--- config.mk ---
export PLATFORM = sky130hd
export DESIGN_NAME = reg_file_sb
export DESIGN_NICKNAME = d
export VERILOG_FILES = /design/src/rtl/rf_pkg.sv /design/src/rtl/rf_scoreboard.sv /design/src/rtl/reg_file_sb.sv
export SDC_FILE = /design/constraint.sdc
export NUM_CORES = 1
export LEC_CHECK = 0
export CORE_UTILIZATION = 50
export DETAILED_ROUTE_END_ITERATION = 8
export PLACE_DENSITY = 0.74
export SLEW_MARGIN = 0
export SYNTH_ARGS = -nofsm -noshare
export SYNTH_HDL_FRONTEND = slang
export SYNTH_SLANG_ARGS = --single-unit
--- constraint.sdc ---
create_clock -name clk -period 3.14 [get_ports clk]
set_clock_uncertainty 0.2 [all_clocks]
set_input_delay 0.942 -clock clk [delete_from_list [all_inputs] [get_ports clk]]
set_output_delay 0.942 -clock clk [all_outputs]
set_load 0.01 [all_outputs]
--- src/rtl/rf_pkg.sv ---
// Shared defaults and option constants for the scoreboarded register file.
package rf_pkg;

  localparam int unsigned RF_DATA_W   = 16;
  localparam int unsigned RF_ADDR_W   = 3;

  // Option constants: register 0 hardwired to zero, same-cycle write forwarding.
  localparam bit          RF_ZERO_REG = 1'b0;
  localparam bit          RF_BYPASS   = 1'b1;

endpackage

--- src/rtl/rf_scoreboard.sv ---
// Per-register busy tracking: issue marks a destination busy, writeback clears it.
// Also produces the read-port hazard terms and the sticky double-issue error.
module rf_scoreboard
  import rf_pkg::*;
#(
  parameter int unsigned ADDR_W   = RF_ADDR_W,
  parameter bit          ZERO_REG = RF_ZERO_REG,
  parameter bit          BYPASS   = RF_BYPASS,
  localparam int unsigned DEPTH   = 2**ADDR_W
) (
  input  logic              clk,
  input  logic              rst_n,
  input  logic [ADDR_W-1:0] rd_addr1,
  input  logic [ADDR_W-1:0] rd_addr2,
  input  logic              wr_en,
  input  logic [ADDR_W-1:0] wr_addr,
  input  logic              issue_en,
  input  logic [ADDR_W-1:0] issue_addr,
  output logic              hazard1,
  output logic              hazard2,
  output logic [DEPTH-1:0]  busy_vec,
  output logic              sb_err
);

  logic [DEPTH-1:0] busy_q;
  logic [DEPTH-1:0] busy_d;
  logic             sb_err_q;
  logic             sb_err_d;
  logic             issue_live;

  // Next busy/error state; issue is applied after write so a same-cycle issue wins.
  always_comb begin
    busy_d     = busy_q;
    issue_live = issue_en && !(ZERO_REG && issue_addr == '0);
    if (wr_en) begin
      busy_d[wr_addr] = 1'b0;
    end
    if (issue_live) begin
      busy_d[issue_addr] = 1'b1;
    end
    sb_err_d = sb_err_q ||
               (issue_live && busy_q[issue_addr] && !(wr_en && wr_addr == issue_addr));
  end

  // Busy bits and sticky error register, cleared only by reset.
  always_ff @(posedge clk or negedge rst_n) begin
    if (!rst_n) begin
      busy_q   <= '0;
      sb_err_q <= 1'b0;
    end else begin
      busy_q   <= busy_d;
      sb_err_q <= sb_err_d;
    end
  end

  // A pending producer is a hazard unless its result is being forwarded this cycle.
  always_comb begin
    hazard1 = busy_q[rd_addr1] && !(BYPASS && wr_en && wr_addr == rd_addr1) &&
              !(ZERO_REG && rd_addr1 == '0);
    hazard2 = busy_q[rd_addr2] && !(BYPASS && wr_en && wr_addr == rd_addr2) &&
              !(ZERO_REG && rd_addr2 == '0);
  end

  assign busy_vec = busy_q;
  assign sb_err   = sb_err_q;

endmodule

--- src/rtl/reg_file_sb.sv ---
// Register file with two combinational read ports, one write port, optional
// write-to-read bypass and hardwired zero register, plus a busy scoreboard.
module reg_file_sb
  import rf_pkg::*;
#(
  parameter int unsigned DATA_W   = RF_DATA_W,
  parameter int unsigned ADDR_W   = RF_ADDR_W,
  parameter bit          ZERO_REG = RF_ZERO_REG,
  parameter bit          BYPASS   = RF_BYPASS,
  localparam int unsigned DEPTH   = 2**ADDR_W
) (
  input  logic              clk,
  input  logic              rst_n,
  input  logic [ADDR_W-1:0] rd_addr1,
  input  logic [ADDR_W-1:0] rd_addr2,
  output logic [DATA_W-1:0] rd_data1,
  output logic [DATA_W-1:0] rd_data2,
  input  logic              wr_en,
  input  logic [ADDR_W-1:0] wr_addr,
  input  logic [DATA_W-1:0] wr_data,
  input  logic              issue_en,
  input  logic [ADDR_W-1:0] issue_addr,
  output logic              hazard1,
  output logic              hazard2,
  output logic [DEPTH-1:0]  busy_vec,
  output logic              sb_err
);

  logic [DATA_W-1:0] regs [DEPTH];

  // Storage array; writes to r0 are dropped when it is hardwired to zero.
  always_ff @(posedge clk or negedge rst_n) begin
    if (!rst_n) begin
      for (int unsigned i = 0; i < DEPTH; i++) begin
        regs[i] <= '0;
      end
    end else if (wr_en && !(ZERO_REG && wr_addr == '0)) begin
      regs[wr_addr] <= wr_data;
    end
  end

  // Read muxing: array, then bypass, then forced zero (r0 or reset held, so a
  // forwarded write cannot leak out while the array is being cleared).
  always_comb begin
    rd_data1 = regs[rd_addr1];
    rd_data2 = regs[rd_addr2];
    if (BYPASS && wr_en && wr_addr == rd_addr1) begin
      rd_data1 = wr_data;
    end
    if (BYPASS && wr_en && wr_addr == rd_addr2) begin
      rd_data2 = wr_data;
    end
    if (!rst_n || (ZERO_REG && rd_addr1 == '0)) begin
      rd_data1 = '0;
    end
    if (!rst_n || (ZERO_REG && rd_addr2 == '0)) begin
      rd_data2 = '0;
    end
  end

  rf_scoreboard #(
    .ADDR_W   (ADDR_W),
    .ZERO_REG (ZERO_REG),
    .BYPASS   (BYPASS)
  ) u_sb (
    .clk        (clk),
    .rst_n      (rst_n),
    .rd_addr1   (rd_addr1),
    .rd_addr2   (rd_addr2),
    .wr_en      (wr_en),
    .wr_addr    (wr_addr),
    .issue_en   (issue_en),
    .issue_addr (issue_addr),
    .hazard1    (hazard1),
    .hazard2    (hazard2),
    .busy_vec   (busy_vec),
    .sb_err     (sb_err)
  );

endmodule

==> impl_summary.log <==
INFO  metric status = finished, violations left
INFO  metric failing_checks = negative setup slack
INFO  metric postLayoutSetupSlackWorst = -0.219 ns
INFO  metric synth.lib_cells_used.distinct = 30
INFO  metric synth-main-ff-cell = dfrtp_1
INFO  metric layout.nets = 797
INFO  metric final.fill_count = 937
INFO  metric synth_edf_count = 0
INFO  metric relSlewSlack = 69.5%
INFO  metric power.density_cell_area = 596 nW/um2
INFO  metric pwr-share-seq = 38.0%
INFO  metric leading_cell_type_in_the_layout_fill_and_taps_excluded = dfrtp_1
INFO  metric hold_buffers = 0
INFO  metric clkSinkCount = 137
INFO  metric critical_path_required = 2.00 ns
INFO  metric timing.setup.tns = -6.28 ns
INFO  metric drcViolationCount = 0
INFO  metric grt_first_pass_wirelength = 38500 um
INFO  metric gr-usage-met3 = 7.45%
INFO  metric p_sw_share = 29.2%
INFO  metric post-place-cells = 933
INFO  metric dr.pass1.iters = 5
INFO  metric dieWidth = 127 um
INFO  metric grt_setup_unrepaired = yes
INFO  metric setup.worst_path.class = input port to primary output
INFO  metric final_cell_area = 11000 um2
INFO  metric place_area = 9420 um2
INFO  metric total_switching_power = 1.92 mW
INFO  metric cts_tree = done
INFO  metric gp_routability_congestion = 0.850
INFO  metric setup.reg_to_reg.worst_slack = 1.55 ns
INFO  metric cells_after_synth = 614
INFO  metric std_cell_rows = 45
INFO  metric whs = 0.229 ns
INFO  metric layout.cells.most_common_list = dfrtp_1 (137), mux2_2 (128), buf_4 (71), mux2i_1 (55), a21oi_2 (43)
INFO  metric route.detailed.vias_per_inst = 6.42
INFO  metric postSynthRegisterBits = 137
INFO  metric post_synth_top_area_share = 43.7%
INFO  metric final_cells = 990
INFO  metric syn_nets = 646
INFO  metric timing.critical_path.to_type = primary output
INFO  metric mappedNetlistArea = 7850 um2
INFO  metric global_route.overflow_total = 0
INFO  metric share_of_the_core_filled_with_cells_in_the_final_layout = 72.4%
INFO  metric period_share = 107%
INFO  metric ant_nets = 0
INFO  metric p_comb_share = 28.0%
INFO  metric synthesis.yosys.warnings = 0
INFO  metric drt-total-wl = 25900 um
INFO  metric pin_count = 75
INFO  metric maxClockFrequency = 0.298 GHz
INFO  metric cts-root-to-sink-buffers = 2
INFO  metric die_height = 127 um
INFO  metric transition_at_the_pin_with_the_smallest_max_transition_slack = 0.445 ns
INFO  metric fraction_of_registers_with_async_set_reset = 100%
INFO  metric layout-drive-gt1-share = 62.5%
INFO  metric power = 6.58 mW
INFO  metric cts-buffers-inserted = 17
INFO  metric routed_length_per_instance = 26.2 um
INFO  metric grt_start_max_net_pins = 21
INFO  metric synth_top_cells_by_area = dfrtp_1 (44%), mux2_2 (19%), mux4_2 (10%)
INFO  metric maxCapViolations = 0
INFO  metric post_synth.cell_area_avg = 12.8 um2
INFO  metric insertion_delay = 0.42 ns
INFO  metric finalHoldViolations = 0
INFO  metric dp_hpwl = 15500 um
INFO  metric timing.critical_path.fanout_max = 8
INFO  metric min-delay-path-class = input port to async pin
INFO  metric antenna_found_initial = 1
INFO  metric grt_pass1_vias = 6728
INFO  metric grtUsageMet2 = 56.4%
INFO  metric static-leakage-power = 4.73 nW
INFO  metric layout_min_cycle_time = 3.36 ns
INFO  metric cts.root.buffer_cell = clkbuf_16
INFO  metric grt_most_used_layer = met2
INFO  metric finalSetupViolCount = 34
INFO  metric synth_largest_area_cell = dfrtp_1
INFO  metric crit_path_start_kind = input port
INFO  metric floorplan.initialDensity = 51.4%
INFO  metric core_region_area = 15300 um2
INFO  metric vias = 6358
INFO  metric clk_pin_slew_worst_paths = 0.06 ns
INFO  metric worst-endpoint-arrival = 2.22 ns
INFO  metric internal_power_contribution = 4.66 mW
INFO  metric power.clock.fraction = 34.0%
INFO  metric timing_max_transition_violations_final = 0
INFO  metric worst_ir_drop_vdd = 0.477 mV
INFO  metric port_buffers = 74
INFO  metric ctsHtreeMaxLevel = 4
INFO  metric drt_iter0_markers = 467
INFO  metric globalRouteMet1Util = 37.2%
INFO  metric area_delta_synth_final = 40.8%
INFO  metric grt_util_all_layers = 32.6%
INFO  metric seq_area_frac_synth = 43.7%
INFO  metric dp_slack = -1.19 ns
INFO  metric die_area = 16200 um2
-- state kept, by name, summed over array words and instances, names as in the netlist --
register       flops
regs             128
u_sb.sb_err        1
u_sb.busy_vec      8
-- final cells by class --
type,count,area (um2),share of cell area (%)
clock inverter,11,193,1.74
clock buffer,21,470,4.26
multi-input combinational,407,4630,41.9
antenna,1,2.50,0.0226
timing repair buffer,197,2040,18.5
sequential,137,3430,31.0
tap,211,264,2.39
inverter,5,18.8,0.170
-- final timing paths --
kind / start / to / depth (start not counted)
worst max register to register: u_sb.busy_vec[5] / u_sb.sb_err / 3
min in group clk: u_sb.sb_err / u_sb.sb_err / 1
max in group asynchronous: rst_n / regs[122] / 3
worst min register to register: u_sb.sb_err / u_sb.sb_err / 1
worst max-delay path: rd_addr2[1] / rd_data2[2] / 9
worst min-delay path: rst_n / regs[110] / 2
-- power by group through the flow --
stage	sequential (mW)	clock [mW]	combinational, mW
after floorplan	2.38	0	1.02
after global placement	2.43	0	1.50
after detailed placement	2.48	0	1.56
after CTS	2.46	2.25	1.75
after global routing	2.54	2.33	1.95
final	2.50	2.24	1.84
-- synthesized netlist by cell type, types with 5 or more instances --
library cell and count:
dfrtp_1 137, buf_6 7, mux2_2 130, o22ai_1 32
buf_1 16, clkbuf_1 17, nand2_1 9, a21oi_1 63
mux4_2 35, buf_2 16, buf_4 9, xnor2_1 9
mux2i_1 62, o21ai_0 36, inv_1 5, nand2b_1 5
-- kinds of logic after synthesis --
logic type             Yosys count  synth area share (%)
flip-flops                     137                  43.7
buffers and inverters           70                  4.70
AND/OR/NAND/NOR                 31                  3.24
XOR/XNOR                         9                  1.00
multiplexers                   231                  37.9
AO/OA/AOI/OAI                  136                  9.44
-- routing by layer --
metal / vias up / share of wire (%)
met2: 336 / 50
met3: 114 / 6.8
li1: 2642 / -
met4: 0 / 6.0
met5: - / 0
met1: 3266 / 37
-- worst max-delay path: stages --
cell	delay, ns
buf_12	0.11
buf_12	0.14
xnor2_2	0.13
nand4_1	0.19
buf_6	0.20
buf_16	0.15
o21ai_1	0.15
a21oi_2	0.04
buf_2	0.14
-- repair_timing --
action	4_1_cts	5_1_grt
setup endpoints to repair	34	34
resized for setup	362	35
setup buffers	16	1
cloned	5	2
hold endpoints to repair	0	0
pin swaps	44	8
Note: power is estimated with default switching activity, not from simulation.
